[src/rtl/ps2_host_tx.sv]
// Host-to-device PS/2 transmitter: inhibits the bus, requests to send, shifts
// one byte out on device-generated clock edges, then checks the device ACK.
module ps2_host_tx #(
    parameter int unsigned INHIBIT_CYCLES = 5000,
    parameter int unsigned TIMEOUT_CYCLES = 750000
) (
    input  logic       clk,
    input  logic       rst_n,
    input  logic [7:0] tx_data,
    input  logic       tx_valid,
    output logic       tx_ready,
    output logic       busy,
    output logic       done,
    output logic       error,
    input  logic       kb_clk_in,
    input  logic       kb_data_in,
    output logic       kb_clk_oe,
    output logic       kb_data_oe
);

    typedef enum logic [2:0] {
        ST_IDLE      = 3'd0,
        ST_INHIBIT   = 3'd1,
        ST_RTS       = 3'd2,
        ST_SEND      = 3'd3,
        ST_ACK       = 3'd4,
        ST_WAIT_IDLE = 3'd5
    } state_t;

    localparam logic [31:0] INH_LAST = INHIBIT_CYCLES - 32'd1;
    localparam logic [31:0] TO_LAST  = TIMEOUT_CYCLES - 32'd1;

    state_t      state_r;
    logic        clk_meta_r, clk_sync_r, clk_prev_r;
    logic        data_meta_r, data_sync_r;
    logic [9:0]  shreg_r;
    logic [3:0]  bitcnt_r;
    logic [31:0] cnt_r;
    logic        fall_s;
    logic        wd_active_s;

    function automatic logic odd_parity(input logic [7:0] d);
        return ~^d;
    endfunction

    assign fall_s      = clk_prev_r & ~clk_sync_r;
    assign wd_active_s = (state_r == ST_RTS) || (state_r == ST_SEND) ||
                         (state_r == ST_ACK) || (state_r == ST_WAIT_IDLE);

    // Two-flop synchronisers for both bus lines plus the clock-edge history flop.
    always_ff @(posedge clk or negedge rst_n) begin
        if (!rst_n) begin
            clk_meta_r  <= 1'b1;
            clk_sync_r  <= 1'b1;
            clk_prev_r  <= 1'b1;
            data_meta_r <= 1'b1;
            data_sync_r <= 1'b1;
        end else begin
            clk_meta_r  <= kb_clk_in;
            clk_sync_r  <= clk_meta_r;
            clk_prev_r  <= clk_sync_r;
            data_meta_r <= kb_data_in;
            data_sync_r <= data_meta_r;
        end
    end

    // Transmit sequencer with registered handshake, status pulses and line drivers.
    always_ff @(posedge clk or negedge rst_n) begin
        if (!rst_n) begin
            state_r    <= ST_IDLE;
            shreg_r    <= 10'd0;
            bitcnt_r   <= 4'd0;
            cnt_r      <= 32'd0;
            tx_ready   <= 1'b1;
            busy       <= 1'b0;
            done       <= 1'b0;
            error      <= 1'b0;
            kb_clk_oe  <= 1'b0;
            kb_data_oe <= 1'b0;
        end else begin
            done  <= 1'b0;
            error <= 1'b0;
            if (wd_active_s && !fall_s && (cnt_r == TO_LAST)) begin
                // Device went quiet: release the bus and give up on this byte.
                kb_clk_oe  <= 1'b0;
                kb_data_oe <= 1'b0;
                error      <= 1'b1;
                tx_ready   <= 1'b1;
                busy       <= 1'b0;
                state_r    <= ST_IDLE;
            end else begin
                if (wd_active_s) begin
                    cnt_r <= fall_s ? 32'd0 : cnt_r + 32'd1;
                end else begin
                    cnt_r <= cnt_r;
                end
                case (state_r)
                    ST_IDLE: begin
                        kb_clk_oe  <= 1'b0;
                        kb_data_oe <= 1'b0;
                        if (tx_valid) begin
                            shreg_r   <= {1'b1, odd_parity(tx_data), tx_data};
                            cnt_r     <= 32'd0;
                            bitcnt_r  <= 4'd0;
                            kb_clk_oe <= 1'b1;
                            tx_ready  <= 1'b0;
                            busy      <= 1'b1;
                            state_r   <= ST_INHIBIT;
                        end else begin
                            state_r <= ST_IDLE;
                        end
                    end
                    ST_INHIBIT: begin
                        if (cnt_r == INH_LAST) begin
                            kb_clk_oe  <= 1'b0;
                            kb_data_oe <= 1'b1;
                            cnt_r      <= 32'd0;
                            state_r    <= ST_RTS;
                        end else begin
                            cnt_r <= cnt_r + 32'd1;
                        end
                    end
                    ST_RTS, ST_SEND: begin
                        if (fall_s) begin
                            kb_data_oe <= ~shreg_r[0];
                            shreg_r    <= {1'b1, shreg_r[9:1]};
                            bitcnt_r   <= bitcnt_r + 4'd1;
                            // The stop bit goes out on the tenth edge; the next edge is the ACK.
                            if (bitcnt_r == 4'd9) begin
                                state_r <= ST_ACK;
                            end else begin
                                state_r <= ST_SEND;
                            end
                        end else begin
                            state_r <= state_r;
                        end
                    end
                    ST_ACK: begin
                        kb_data_oe <= 1'b0;
                        if (fall_s) begin
                            if (!data_sync_r) begin
                                state_r <= ST_WAIT_IDLE;
                            end else begin
                                error    <= 1'b1;
                                tx_ready <= 1'b1;
                                busy     <= 1'b0;
                                state_r  <= ST_IDLE;
                            end
                        end else begin
                            state_r <= ST_ACK;
                        end
                    end
                    ST_WAIT_IDLE: begin
                        if (clk_sync_r && data_sync_r) begin
                            done     <= 1'b1;
                            tx_ready <= 1'b1;
                            busy     <= 1'b0;
                            state_r  <= ST_IDLE;
                        end else begin
                            state_r <= ST_WAIT_IDLE;
                        end
                    end
                    default: begin
                        kb_clk_oe  <= 1'b0;
                        kb_data_oe <= 1'b0;
                        tx_ready   <= 1'b1;
                        busy       <= 1'b0;
                        state_r    <= ST_IDLE;
                    end
                endcase
            end
        end
    end

endmodule

[config.mk]
export PLATFORM = sky130hd
export DESIGN_NAME = ps2_host_tx
export DESIGN_NICKNAME = d
export VERILOG_FILES = /design/src/rtl/ps2_host_tx.sv
export SDC_FILE = /design/constraint.sdc
export NUM_CORES = 1
export LEC_CHECK = 0
export CAP_MARGIN = 30
export CORE_UTILIZATION = 54
export CTS_BUF_LIST = sky130_fd_sc_hd__clkbuf_16
export DETAILED_ROUTE_END_ITERATION = 10
export MAX_ROUTING_LAYER = met4
export PLACE_DENSITY = 0.75
export SYNTH_ARGS = -nofsm -noshare
export SYNTH_HDL_FRONTEND = slang
export SYNTH_SLANG_ARGS = --single-unit
[constraint.sdc]
create_clock -name clk -period 2.2 [get_ports clk]
set_input_delay 0.44 -clock clk [delete_from_list [all_inputs] [get_ports clk]]
set_output_delay 0.44 -clock clk [all_outputs]
set_load 0.05 [all_outputs]
### Word-level counts from Yosys, hierarchy flattened

Cells that the tools add are included.

| word-level totals | value |
|---|---|
| flip-flop bits (word level) | 60 |
| bits of input ports | 13 |
| output and inout port bits | 6 |

| operators by class | value |
|---|---|
| add/sub/neg operators | 2 |
| equal/unequal tests | 19 |
| muxes and demuxes | 47 |
| bitwise gates (word level) | 4 |
| reductions and logical operators | 18 |

Operators by type and width:

| kind | count |
|---|---|
| $mux W32 | 4 |
| $pmux W32 S2 | 1 |
| $add A32 B1 Y32 const B | 1 |
| $eq A32 B13 Y1 const B | 1 |
| $eq A32 B20 Y1 const B | 1 |
| $mux W1 | 24 |
| $mux W3 | 7 |
| $mux W10 | 2 |
| $pmux W10 S2 | 1 |
| $pmux W3 S5 | 1 |
| $ne A3 B3 Y1 const B | 3 |
| $mux W4 | 2 |
| $pmux W1 S4 | 2 |
| $pmux W4 S2 | 1 |
| $reduce_xnor A8 Y1 | 1 |
| $eq A3 B2 Y1 const B | 2 |
| $eq A3 B3 Y1 const B | 2 |
| $ne A2 B1 Y1 const B | 3 |
| $ne A3 B2 Y1 const B | 2 |
| $pmux W1 S3 | 2 |
| $reduce_and A5 Y1 | 1 |
| $add A4 B1 Y4 const B | 1 |
| $eq A4 B4 Y1 const B | 1 |
| $ne A2 B2 Y1 const B | 2 |
| 15 further kinds | 22 |

### Depth between registers and ports, before layout

| logic depth | value |
|---|---|
| depth in word-level cells | 8 |
| gate-level depth with buffers | 8 |

### Worst setup path after synthesis

Ideal clock, no wire load.

| path | value |
|---|---|
| path type | register -> register |
| from | reg cnt_r[0] |
| to | reg cnt_r[25] |
| library setup time | 0.110 ns |
| arrival time | 2.305 ns |
| data required time | 2.090 ns |
| setup slack | -0.215 ns |
| cell stages (with the launch flop) | 9 |
| period minus slack after synthesis | 2.415 ns |
| path through | dfrtp_1 -> ha_1 -> nand3_1 -> or4_4 -> or4_4 -> a22oi_4 -> buf_4 -> o21ai_0 -> o41ai_1 |

| on the way | value |
|---|---|
| cells in the longest elaborated chain, start to end | 5 |
| elaborated cells on any way between the ends | 9 |

Ends and longest elaborated chain:

| item | RTL line | RTL |
|---|---|---|
| from (decl) | 38 | `logic [31:0] cnt_r;` |
| from (signal assigned) | 93 | `cnt_r <= fall_s ? 32'd0 : cnt_r + 32'd1;` |
| from (signal assigned) | 95 | `cnt_r <= cnt_r;` |
| from (signal assigned) | 120 | `cnt_r <= cnt_r + 32'd1;` |
| $add A32 B1 Y32 | 93, 120 |  |
| $mux W32 | 93 |  |
| $mux W32 | 92 | `if (wd_active_s) begin` |
| $mux W32 | 101 | `if (tx_valid) begin` |
| $pmux W32 S2 | 97 | `case (state_r)` |

Several ways; a longest one is shown, not always the timed one.
A chain may end at the register's enable or synchronous reset.

### Final worst setup path

| path | value |
|---|---|
| from | reg cnt_r[31] |
| to | reg cnt_r[25] |

| on the way | value |
|---|---|
| cells in the longest elaborated chain, start to end | 3 |
| elaborated cells on any way between the ends | 5 |

Ends and longest elaborated chain:

| item | RTL line | RTL |
|---|---|---|
| $eq A32 B13 Y1 | 114 | `if (cnt_r == INH_LAST) begin` |
| $mux W32 | 114 |  |
| $pmux W32 S2 | 97 |  |

Several ways; a longest one is shown, not always the timed one.

==> impl_metrics.py <==
metrics = {
    "detailed_routing": {
        "detailroute.via_count": 3394,
        "drt_drc_violations_left": 0,
        "finalWirelength_um": 9520,
        "firstDrtPassIters": 5,
        "route.detailed.vias_per_inst": 6.23,
        "route.antenna.remaining_nets": 0,
        "detailedRoute.firstIterationViolations": 369,
        "wirelength_per_cell_um": 17.5,
    },
    "cells_and_area": {
        "antenna-diode-count": 0,
        "fin_nets": 481,
        "multi_input_area_mm2": 0.00185,
        "areaGrowthSynthToFinish_pct": 36.5,
        "final_cells": 545,
        "post_route_cells_drive_above_1_share_pct": 25.3,
        "register_area_mm2": 0.00151,
        "final_cell_area_mm2": 0.00455,
        "n_fill_cell": 385,
    },
    "clock_network": {
        "cts_htree_levels": 3,
        "cts_buffer_depth": 2,
        "post_cts_hold_buffer_count": 0,
        "clock_sink_count": 60,
        "clock-root-buffer": "clkbuf_16",
        "worst_setup_hold_path_clk_slew_ns": 0.05,
        "clk_latency_ns": 0.33,
        "tritoncts": "built",
        "cts_inserted_buffers": 9,
    },
    "logic_synthesis": {
        "postSynthCellCount": 387,
        "yosys_most_used_dff": "dfrtp_1",
        "yosys.area.top_type_share_pct": 40.5,
        "synth-warning-count": 0,
        "seq_area_frac_synth_pct": 45.3,
        "number_of_enable_type_register_cells_in_the_synthesized_netlist": 0,
        "synthesis.nets": 403,
        "average_size_of_a_mapped_cell_um2": 8.62,
        "async_flop_share_pct": 100,
        "most_area_consuming_cells_after_synthesis": "dfrtp_1 41%, o21ai_0 6.9%, nand2_1 6.4%",
        "yosys.cell_types.count": 50,
        "syn-cell-area_mm2": 0.00333,
        "synth_top_cell_by_area": "dfrtp_1",
        "synthesized_flop_and_latch_total": 60,
    },
    "power_and_ir_drop": {
        "power.static_leakage_nw": 1.84,
        "design_power_total_mw": 2.82,
        "power_per_cell_area_mw_per_mm2": 620,
        "max-vdd-ir-drop_mv": 0.402,
    },
    "critical_path": {
        "worstPathCellList": "or3_4 > or4b_4 > o31ai_4 > nand2_2 > nand2_1 > buf_12 > o41ai_1",
        "critical-path-top-delay-family": "simple AND/OR/NAND/NOR gates",
        "crit_arrival_ns": 2.59,
        "critical_path_buf_inv_count": 1,
        "worst_path_largest_cell_delay_ns": 0.50,
        "worst-path-max-fanout": 8,
        "worstSetupStartpointType": "register",
        "cp-end-kind": "register",
        "cp_max_delay_cell": "or4b_4",
        "path_class": "reg -> reg",
        "critical_path_required_ns": 2.40,
    },
    "outcome": {
        "outcome": "complete, but fails checks",
        "failing_checks": "negative setup slack",
    },
    "floorplan": {
        "boundaryPins": 19,
        "core_footprint_mm2": 0.00596,
        "floorplan.initialDensity_pct": 56.0,
        "die_outline_width_um": 80.6,
        "die_area_mm2": 0.00649,
        "rows": 28,
        "die_height_um": 80.6,
    },
    "timing": {
        "finalSetupTns_ns": -5.42,
        "rsz_0062_raised_after_global_routing": "yes",
        "achievable-frequency_ghz": 0.419,
        "worstMarginPinSlew_ns": 0.535,
        "setup_viol_count_final": 39,
        "final.setup_skew_ns": 0.00773,
        "report.final.hold_viol_count": 0,
        "slew_viol_final": 0,
        "relative_slew_slack_pct": 64.1,
        "min_setup_slack_post_route_ns": -0.185,
        "post-route-min-period_ns": 2.38,
        "post-route-period-util_pct": 108,
    },
    "global_routing": {
        "grt.total_usage_pct": 31.9,
        "first_global_vias": 3150,
        "globalRouteOverflowTotal": 0,
        "antenna_violations_before_repair": 0,
        "grt_max_degree": 40,
        "wire_length_of_the_first_global_routing_pass_um": 15200,
    },
    "placement": {
        "detailed_place_hpwl_um": 6120,
        "dpl.cell_count": 526,
        "placed_cell_area_mm2": 0.00409,
        "global_placement_routability_congestion": 0.893,
        "io_buffers": 18,
    },
    "worst_hold_path": {
        "hold_class": "in -> async",
    },
    "run": {
        "maxCapViolations": 0,
    },
}
## path summary, 6_finish.rpt
path / startpoint / to / slack, ns / depth (start not counted)
worst max register to register: cnt_r[31]$_DFFE_PN0P_ / cnt_r[25]$_DFFE_PN0P_ / -0.18 / 7
worst min-delay path: rst_n / done$_DFF_PN0_ / 0.1 / 1
worst min register to register: clk_meta_r$_DFF_PN1_ / clk_sync_r$_DFF_PN1_ / 0.35 / 0
max in group asynchronous: rst_n / data_meta_r$_DFF_PN1_ / 1.46 / 2
worst max-delay path: cnt_r[31]$_DFFE_PN0P_ / cnt_r[25]$_DFFE_PN0P_ / -0.18 / 7
min in group clk: clk_meta_r$_DFF_PN1_ / clk_sync_r$_DFF_PN1_ / 0.35 / 0
## area by class of cell
type,count,share of cell area [%]
clock buffers,9,4.95
inverters,4,0.330
flip-flops and latches,60,33.2
repair buffers,84,16.6
clock inverters,7,2.34
well taps,75,2.06
multi-input cells,306,40.6
## where the power goes
group / switching (mW) / internal (mW) / leakage [nW] / total (mW)
sequential: 0.00791 / 1.12 / 0.691 / 1.13
combinational: 0.0547 / 0.0460 / 0.980 / 0.101
clock: 0.499 / 1.09 / 0.166 / 1.59
## layout by cell type, fill, tap and decap left out, types with 4 or more instances in the layout
master           synthesis  final
a21oi_1                 36     33
a31oi_1                  9      9
and3_1                   8      7
and4_1                   4      4
buf_12                   0      5
buf_4                    1     55
buf_6                    2      6
clkbuf_16                0      9
clkdlybuf4s50_1          0     17
dfrtp_1                 54     54
dfstp_2                  6      6
inv_1                    3      4
nand2_1                 57     55
nand2b_1                 4      4
nand3_1                 15     14
nand4_1                 11     11
nor2_1                  30     30
nor2b_1                  4      4
nor3_1                  12     11
nor4_1                   7      5
o21ai_0                 46     28
o21ai_1                  3     18
o31ai_1                  9      7
or4_4                    2      4
xnor2_1                  6      6
## cells by family after synthesis
| logic type | synth area share (%) |
|---|---|
| AND/OR/NAND/NOR | 25.6 |
| XOR/XNOR | 2.36 |
| AO/OA/AOI/OAI | 21.7 |
| adder cells (fa/ha/maj) | 1.13 |
| multiplexers | 0.938 |
| flip-flops | 45.3 |
| buffers and inverters | 3.04 |
## synth_stat cells, types with 2 or more instances
master and count:
nand2_1 57, nor4_1 7, o21ai_1 3, and4_1 4, clkbuf_1 11, a31oi_1 9, a41oi_1 2, a22oi_1 2
nor3_1 12, dfstp_2 6, a21boi_0 3, ha_1 3, buf_2 3, or4_1 2, or4_4 2, or2_2 3
nand3_1 15, nor2_1 30, o31ai_1 9, mux2i_1 2, a22o_1 3, nand2b_1 4, and2_1 3, o21ai_0 46
inv_1 3, buf_6 2, xor2_1 3, and3_1 8, nor2b_1 4, a21o_1 2, a21oi_1 36, dfrtp_1 54
nand4_1 11, xnor2_1 6, nor3b_1 2
## registers in the layout, summed over array words and instances (netlist names)
register	flops
error	1
tx_ready	1
bitcnt_r	4
state_r	3
kb_data_oe	1
kb_clk_oe	1
done	1
clk_prev_r	1
cnt_r	32
shreg_r	10
clk_meta_r	1
data_sync_r	1
clk_sync_r	1
data_meta_r	1
busy	1
## per-layer routing
metal | vias to the layer above | track usage [%] | routed length (um)
li1 | 1578 | - | -
met1 | 1649 | 40.5 | 4060
met2 | 144 | 50.8 | 4670
met3 | 23 | 5.80 | 598
met4 | 0 | 12.0 | 187
met5 | - | - | 0
## metrics by stage
stage,hold WS (ns),util (%),worst slack (ns)
4_1_cts,0.106,75.4,-0.168
6_report,0.0963,76.4,-0.185
3_5_place_dp,0.347,68.7,-0.199
3_3_place_gp,0.345,68.7,-0.128
2_1_floorplan,0.144,-,-0.125
5_1_grt,0.136,76.4,-0.280
## timing repair
action,4_1_cts,5_1_grt
setup buffers,2,1
gates resized for setup,20,15
hold endpoints to repair,0,0
pin swaps,5,3
setup endpoints to repair,40,40
No activity file was read; power rests on OpenSTA's default activity.
